File: config.mk
export PLATFORM = sky130hd
export DESIGN_NAME = uart_receiver
export DESIGN_NICKNAME = d
export VERILOG_FILES = /design/src/rtl/uart_pkg.sv /design/src/rtl/sync_2ff.sv /design/src/rtl/uart_receiver.sv
export SDC_FILE = /design/constraint.sdc
export NUM_CORES = 1
export LEC_CHECK = 0
export CAP_MARGIN = 20
export CORE_UTILIZATION = 28
export CTS_BUF_LIST = sky130_fd_sc_hd__clkbuf_4
export CTS_CLUSTER_SIZE = 20
export DETAILED_ROUTE_END_ITERATION = 12
export GPL_TIMING_DRIVEN = 0
export SLEW_MARGIN = 10
export SYNTH_ARGS = -nofsm -noshare
export SYNTH_HDL_FRONTEND = slang
export SYNTH_SLANG_ARGS = --single-unit
File: constraint.sdc
create_clock -name clk -period 1.9 [get_ports clk]
set_input_delay 0.38 -clock clk [delete_from_list [all_inputs] [get_ports clk]]
set_output_delay 0.38 -clock clk [all_outputs]
set_load 0.005 [all_outputs]
File: src/rtl/uart_pkg.sv
// Line-level constants and receiver state encoding, shared by the UART rx and tx blocks.
// Latency: none (package only).
// Backpressure: none (package only).
package uart_pkg;

    // Level of the serial line when no frame is in flight; also the stop-bit level.
    localparam logic UART_IDLE_LVL = 1'b1;

    // Receiver frame-tracking states.
    typedef enum logic [2:0] {
        IDLE,
        START,
        DATA,
        STOP,
        WAIT_HIGH
    } uart_rx_state_t;

endpackage

File: src/rtl/sync_2ff.sv
// Two-flop synchronizer that brings an asynchronous single-bit input into the clk domain.
// Latency: 2 clk cycles from din to dout.
// Backpressure: none; samples every cycle.
module sync_2ff #(
    parameter logic RESET_VAL = 1'b1
) (
    input  logic clk,
    input  logic rst,
    input  logic din,
    output logic dout
);

    logic metaFlop;

    // First flop may go metastable; the second gives it a full cycle to settle.
    always_ff @(posedge clk) begin
        if (rst) begin
            metaFlop <= RESET_VAL;
            dout     <= RESET_VAL;
        end else begin
            metaFlop <= din;
            dout     <= metaFlop;
        end
    end

endmodule

File: src/rtl/uart_receiver.sv
// UART 8N1 receiver: mid-bit sampling, valid/ack word hand-off, framing-error and overrun pulses.
// Latency: (DVSR-1)/2 + (WORD_SIZE+1)*DVSR + 3 clk from serialIn falling to rxValid rising.
// Backpressure: none on the line; an unread word is overwritten by the next one and overrun pulses.
module uart_receiver
    import uart_pkg::*;
#(
    parameter int DVSR      = 347,  // clk cycles per bit, at least 4
    parameter int WORD_SIZE = 8
) (
    input  logic                 clk,
    input  logic                 rst,
    input  logic                 serialIn,
    output logic [WORD_SIZE-1:0] rxData,
    output logic                 rxValid,
    input  logic                 rxAck,
    output logic                 frameErr,
    output logic                 overrun
);

    localparam int CNT_W = $clog2(DVSR);
    localparam int IDX_W = $clog2(WORD_SIZE + 1);

    // Start bit is checked half a bit in; every later sample is a whole bit after the previous one.
    localparam logic [CNT_W-1:0] BAUD_MID  = CNT_W'((DVSR - 1) / 2);
    localparam logic [CNT_W-1:0] BAUD_LAST = CNT_W'(DVSR - 1);
    localparam logic [IDX_W-1:0] IDX_LAST  = IDX_W'(WORD_SIZE - 1);

    logic                 rxS;
    uart_rx_state_t       state;
    uart_rx_state_t       stateNext;
    logic [CNT_W-1:0]     baudCnt;
    logic [CNT_W-1:0]     baudCntNext;
    logic [IDX_W-1:0]     bitIdx;
    logic [IDX_W-1:0]     bitIdxNext;
    logic [WORD_SIZE-1:0] shiftReg;
    logic [WORD_SIZE-1:0] shiftRegNext;
    logic                 loadWord;
    logic                 stopBad;

    sync_2ff #(
        .RESET_VAL (UART_IDLE_LVL)
    ) uSyncRx (
        .clk  (clk),
        .rst  (rst),
        .din  (serialIn),
        .dout (rxS)
    );

    // Frame-tracking registers: state, baud counter, bit index and data shifter.
    always_ff @(posedge clk) begin
        if (rst) begin
            state    <= IDLE;
            baudCnt  <= '0;
            bitIdx   <= '0;
            shiftReg <= '0;
        end else begin
            state    <= stateNext;
            baudCnt  <= baudCntNext;
            bitIdx   <= bitIdxNext;
            shiftReg <= shiftRegNext;
        end
    end

    // Next-state logic: walk start, data and stop bits, deciding load or framing error at the stop bit.
    always_comb begin
        stateNext    = state;
        baudCntNext  = baudCnt;
        bitIdxNext   = bitIdx;
        shiftRegNext = shiftReg;
        loadWord     = 1'b0;
        stopBad      = 1'b0;

        case (state)
            IDLE: begin
                baudCntNext = '0;
                if (rxS != UART_IDLE_LVL) begin
                    stateNext = START;
                end
            end

            START: begin
                if (baudCnt == BAUD_MID) begin
                    baudCntNext = '0;
                    bitIdxNext  = '0;
                    // A line already back high by mid start bit was a glitch, not a frame.
                    stateNext   = (rxS != UART_IDLE_LVL) ? DATA : IDLE;
                end else begin
                    baudCntNext = baudCnt + CNT_W'(1);
                end
            end

            DATA: begin
                if (baudCnt == BAUD_LAST) begin
                    baudCntNext  = '0;
                    // Right shift so the first (LSB) bit ends up in bit 0 after WORD_SIZE samples.
                    shiftRegNext = {rxS, shiftReg[WORD_SIZE-1:1]};
                    bitIdxNext   = bitIdx + IDX_W'(1);
                    if (bitIdx == IDX_LAST) begin
                        stateNext = STOP;
                    end
                end else begin
                    baudCntNext = baudCnt + CNT_W'(1);
                end
            end

            STOP: begin
                if (baudCnt == BAUD_LAST) begin
                    baudCntNext = '0;
                    if (rxS == UART_IDLE_LVL) begin
                        loadWord  = 1'b1;
                        stateNext = IDLE;
                    end else begin
                        stopBad   = 1'b1;
                        stateNext = WAIT_HIGH;
                    end
                end else begin
                    baudCntNext = baudCnt + CNT_W'(1);
                end
            end

            WAIT_HIGH: begin
                // A line stuck low after a bad stop bit must not look like a new start bit.
                baudCntNext = '0;
                if (rxS == UART_IDLE_LVL) begin
                    stateNext = IDLE;
                end
            end

            default: begin
                stateNext   = IDLE;
                baudCntNext = '0;
            end
        endcase
    end

    // Consumer-facing outputs: a fresh load beats a same-cycle ack; overwriting an unread word flags overrun.
    always_ff @(posedge clk) begin
        if (rst) begin
            rxData   <= '0;
            rxValid  <= 1'b0;
            frameErr <= 1'b0;
            overrun  <= 1'b0;
        end else begin
            frameErr <= stopBad;
            overrun  <= loadWord && rxValid && !rxAck;
            if (loadWord) begin
                rxData  <= shiftReg;
                rxValid <= 1'b1;
            end else if (rxAck) begin
                rxValid <= 1'b0;
            end
        end
    end

endmodule

# --- Yosys cells after proc, flatten, opt, wreduce, memory -nomap -nowiden ---
# Cells that the tools add are included.
op_classes:
  n_addsub: 2
  eq_ne: 13
  muxes: 21
  bitwise_logic: 2
  reduce_logical: 11
op_table:
  columns: ["op", "count"]
  rows:
  - ["$mux W3", 7]
  - ["$mux W9", 2]
  - ["$pmux W9 S2", 1]
  - ["$pmux W3 S5", 1]
  - ["$ne A2 B2 Y1 const B", 5]
  - ["$add A9 B1 Y9 const B", 1]
  - ["$eq A9 B8 Y1 const B", 1]
  - ["$eq A9 B9 Y1 const B", 1]
  - ["$mux W4", 2]
  - ["$pmux W4 S2", 1]
  - ["$eq A3 B2 Y1 const B", 2]
  - ["$mux W1", 6]
  - ["$reduce_and A6 Y1", 1]
  - ["$add A4 B1 Y4 const B", 1]
  - ["$eq A4 B3 Y1 const B", 1]
  - ["$reduce_bool A2 Y1", 2]
  - ["$eq A3 B1 Y1 const B", 1]
  - ["$eq A3 B3 Y1 const B", 1]
  - ["$logic_not A3 Y1", 1]
  - ["$reduce_and A3 Y1", 1]
  - ["$reduce_or A3 Y1", 1]
  - ["$logic_and A1 B1 Y1", 2]
  - ["$mux W2", 1]
  - ["$ne A2 B1 Y1 const B", 1]
  - ["other kinds (4)", 5]
totals:
  register_bits: 37
  in_bits: 4
  output_inout_bits: 11
  wordCells: 59

# --- Logic depth before layout (Yosys ltp) ---
logic_depth:
  word_depth: 5
  ltp_mapped: 7
  mapped_depth_nobuf: 6

# --- Modules after synthesis ---
# From an unflattened synthesis, not the netlist that was laid out.
hier_totals:
  cells_unflattened: 167
  hier_area_um2: 1544.0
by_module_without_submodules:
  columns: ["module", "instances", "cells_per_inst", "area_each_um2", "seq_area_each_um2"]
  rows:
  - ["uart_receiver", 1, 163, 1491.4, 700.7]
  - ["sync_2ff", 1, 4, 52.6, 40.0]

# --- Worst setup path before layout ---
# No wires, ideal clock.
synth_path:
  path_kind: "register to register"
  startpoint: "register baudCnt[0]"
  endpoint: "register state[0]"
  t_arrival_ns: 1.680
  t_required_ns: 1.777
  path_slack_ns: 0.097
  stages_incl_launch_ff: 7
  n_path_buf: 0
  synth_period_minus_slack_ns: 1.803
  path_cell_list: "dfxtp_1 -> inv_1 -> ha_1 -> nand4b_1 -> o21a_1 -> a2111oi_4 -> mux2_1"
synth_via:
  elab_chain_cells: 3
  word_cells_on_any_way: 6
  cone_classes: "eq/ne: 5; reduce/logical: 1"
synth_lines:
  columns: ["item", "line", "rtl"]
  rows:
  - ["start, declared", "uart_receiver.sv:31", "logic [CNT_W-1:0] baudCnt;"]
  - ["start signal, assigned", "uart_receiver.sv:58", "baudCnt <= baudCntNext;"]
  - ["$eq A9 B9 Y1 or $eq A9 B8 Y1 (tied branches)", "uart_receiver.sv:93, uart_receiver.sv:107, uart_receiver.sv:82", null]
  - ["$ne A2 B2 Y1 (no source line)", null, null]
  - ["$reduce_and A6 Y1 (no source line) *", null, null]
  - ["end signal, assigned", "uart_receiver.sv:57", "state <= stateNext;"]
  - ["end, declared", "uart_receiver.sv:29", "uart_rx_state_t state;"]
# Mark *: on every way between the ends. The rest lies on a longest branch, timed or not.
# A chain may end at the register's enable or synchronous reset.

# --- Worst setup path after layout ---
layout_path:
  startpoint: "register baudCnt[1]"
  endpoint: "register state[2]"
# Same word-level chain as after synthesis.

==> impl_metrics.csv <==
group,metric,value,unit
logic_synthesis,synthDistinctLibCells,39,
logic_synthesis,synth_most_common_cell,"dfxtp_1",
finish,diodes,0,
hold_path,whs_path_depth,1,
clocking,cts_max_level,2,
detailed_routing,drc,0,
critical_path,arrival,2110,ps
logic_synthesis,ys_seq_area_share,45.9,%
placed_design,dp_slack,-142,ps
sta,drv_slew,0,
logic_synthesis,synth_cells,174,
detailed_routing,dr.pass1.iters,4,
finish,areaGrowthSynthToFinish,25.6,%
finish,regArea,746,um^2
critical_path,r2r-start,"baudCnt[1]$_SDFF_PP0_",
critical_path,startpoint,"baudCnt[1]$_SDFF_PP0_",
logic_synthesis,synth_edf_count,0,
grt,grt_max_degree,14,
critical_path,critPathMaxStageDelay,380,ps
detailed_routing,ant_nets,0,
logic_synthesis,syn-cell-area,1610,um^2
grt,grt_pass1_wl,5290,um
placed_design,dp_cells,260,
clocking,cts_tree,"done",
logic_synthesis,synth_area_leaders,"dfxtp_1, nor2_1, nand2_1",
detailed_routing,highest_layer,"met4",
grt,grt-ovfl-total,0,
sta,layout_setup_ws,13.5,ps
sta,slew_headroom,69.6,%
critical_path,endpoint_kind,"flip-flop",
critical_path,crit_cells,6,
detailed_routing,drtIter0Drc,37,
critical_path,worst-path-max-fanout,3,
sta,fmax,530,MHz
grt,grt_pass1_vias,1124,
floorplanning,dieHeight,77.9,um
sta,rsz0062_at_grt,"true",
grt,antenna_found_initial,0,
critical_path,required,2130,ps
logic_synthesis,avgSynthCellArea,9.28,um^2
floorplanning,start_util,29.1,%
clocking,path_clk_slew,120,ps
logic_synthesis,synth-main-ff-cell,"dfxtp_1",
clocking,clock_sinks,37,
critical_path,crit_path_end,"state[2]$_SDFFE_PP0P_",
floorplanning,rows,27,
logic_synthesis,yosysTopAreaCellShare,45.9,%
clocking,cts_made_buffers,5,
run,maxCapViolCount,0,
critical_path,cp_top_family,"compound AO/OA/AOI/OAI gates",
critical_path,start_kind,"flip-flop",
floorplanning,die_area,6070,um^2
grt,track_usage,11.2,%
detailed_routing,routedWlPerCell,11.3,um
logic_synthesis,ys_ff_latch,37,
logic_synthesis,yosysWarnings,0,
sta,worst_slew_pin_slew,455,ps
detailed_routing,vias_per_cell,4.54,
detailed_routing,num_vias,1249,
critical_path,r2r_cells,6,
finish,drive_gt1_share,17.2,%
power_and_ir_drop,leakage,0.673,nW
critical_path,reg2reg_slack,10,ps
power_and_ir_drop,power_density,825,nW/um^2
sta,hold_viol,0,
placed_design,port_buffers,14,
clocking,root_buffer,"clkbuf_4",
critical_path,slowest_stage,"o41a_1",
sta,fin_crit_sh,99.3,%
critical_path,crit_buf_inv,1,
clocking,clock_latency,350,ps
run_status,status,"completed",
critical_path,path_class,"reg -> reg",
logic_synthesis,synth_nets,182,
finish,n_fill_cell,592,
logic_synthesis,synth_common_cells,"dfxtp_1, nor2_1, nand2_1, a21oi_1, mux2i_1",
floorplanning,chipWidth,77.9,um
sta,whs,419,ps
detailed_routing,dr_wl_met2,1450,um
finish,multi_input_area,843,um^2
critical_path,r2r-end,"state[2]$_SDFFE_PP0P_",
placed_design,place_congestion,0.758,
detailed_routing,wl,3110,um
sta,finalSetupViolCount,0,
critical_path,path_cells,"inv_2 > ha_4 > nand4b_1 > o41a_1 > a2111oi_4 > mux2_1",
sta,finClkSkew,18.8,ps
floorplanning,core_area,5540,um^2
sta,period_needed,1890,ps
logic_synthesis,synthArstFlopShare,0,%
hold_path,min-delay-path-class,"reg -> reg",
floorplanning,num_io_pins,15,
clocking,clock_path_buffers,2,
finish,final_nets,210,
logic_synthesis,yosysTopAreaCell,"dfxtp_1",
finish,fin_cells,275,
placed_design,dp_hpwl,2080,um
detailed_routing,dr_wl_met3,106,um
power_and_ir_drop,max-vdd-ir-drop,0.435,mV
detailed_routing,wl_met1,1500,um
## through the flow
stage	power [mW]	setup TNS [ps]	utilization (%)	area, um^2
floorplan	1.05	0	-	1610
global placement	1.09	-837	33.3	1840
detailed placement	1.10	-1130	33.3	1840
CTS	1.68	0	36.0	1990
global route	1.75	-501	36.6	2030
finish	1.67	0	36.6	2030
## repair_timing
action,in CTS,in global routing
hold buffers,0,0
hold endpoints to repair,0,0
pin swaps,2,1
gates resized for setup,7,7
cloned,0,1
buffers inserted,6,0
endpoints found under the setup margin,4,18
## power breakdown
part / switching (mW) / internal (mW) / total (mW)
clock: 0.278 / 0.279 / 0.557
sequential: 0.0264 / 0.799 / 0.825
combinational: 0.145 / 0.145 / 0.290
## worst min-delay path by stage
stage / startpoint / endpoint / slack, ps
after CTS: uSyncRx.metaFlop$_SDFF_PP1_ / uSyncRx.dout$_SDFF_PP1_ / 420
final: uSyncRx.metaFlop$_SDFF_PP1_ / uSyncRx.dout$_SDFF_PP1_ / 420
after detailed placement: uSyncRx.metaFlop$_SDFF_PP1_ / uSyncRx.dout$_SDFF_PP1_ / 390
after floorplan: uSyncRx.metaFlop$_SDFF_PP1_ / uSyncRx.dout$_SDFF_PP1_ / 390
after global placement: uSyncRx.metaFlop$_SDFF_PP1_ / uSyncRx.dout$_SDFF_PP1_ / 390
after global routing: uSyncRx.metaFlop$_SDFF_PP1_ / uSyncRx.dout$_SDFF_PP1_ / 450
## cell usage in the layout (no fill, tap or decap), drive strengths merged, types with 2 or more instances in the layout
| cell | n |
|---|---|
| nand3 | 7 |
| or2 | 2 |
| nor3 | 6 |
| nand4b | 4 |
| nor2 | 25 |
| dfxtp | 37 |
| nand2 | 24 |
| a21oi | 12 |
| xnor2 | 6 |
| ha | 4 |
| mux2 | 2 |
| nor2b | 3 |
| a2111oi | 2 |
| inv | 5 |
| clkdlybuf4s50 | 14 |
| buf | 12 |
| or3b | 2 |
| xor2 | 2 |
| mux2i | 8 |
| clkbuf | 8 |
## worst reg2reg max path: stages (launching register included)
cell       delay (ps)
dfxtp_2           350
inv_2              60
ha_4              120
nand4b_1          130
o41a_1            380
a2111oi_4         380
mux2_1            360
## layout make-up
| cell class | instances | area share, % |
|---|---|---|
| plain buffers | 8 | 2.72 |
| clock buffers | 5 | 1.85 |
| clock inverters | 3 | 2.28 |
| inverters | 5 | 0.926 |
| multi-input cells | 124 | 41.6 |
| flip-flops and latches | 37 | 36.8 |
| well taps | 72 | 4.44 |
| repair buffers | 21 | 9.38 |
## routing by layer
metal  track usage (%)  up-vias
met4              5.56        0
met3              3.53        5
met1              14.2      577
li1                  -      653
met5                 0        -
met2              17.0       14
## flip-flops by register name, indices dropped and copies added (netlist names)
register	cells
baudCnt	9
bitIdx	4
frameErr	1
overrun	1
rxData	8
rxValid	1
shiftReg	8
state	3
uSyncRx.dout	1
uSyncRx.metaFlop	1
## cells by family (layout without fill, tap and decap cells)
kind of cell,after synthesis,count (layout),synth area share [%]
adder cells (fa/ha/maj),4,4,3.10
AO/OA/AOI/OAI,20,20,10.1
flip-flops,37,37,45.9
XOR/XNOR,8,8,4.34
AND/OR/NAND/NOR,82,82,26.3
buffers and inverters,13,42,3.95
multiplexers,10,10,6.36
No activity file was read; power rests on OpenSTA's default activity.
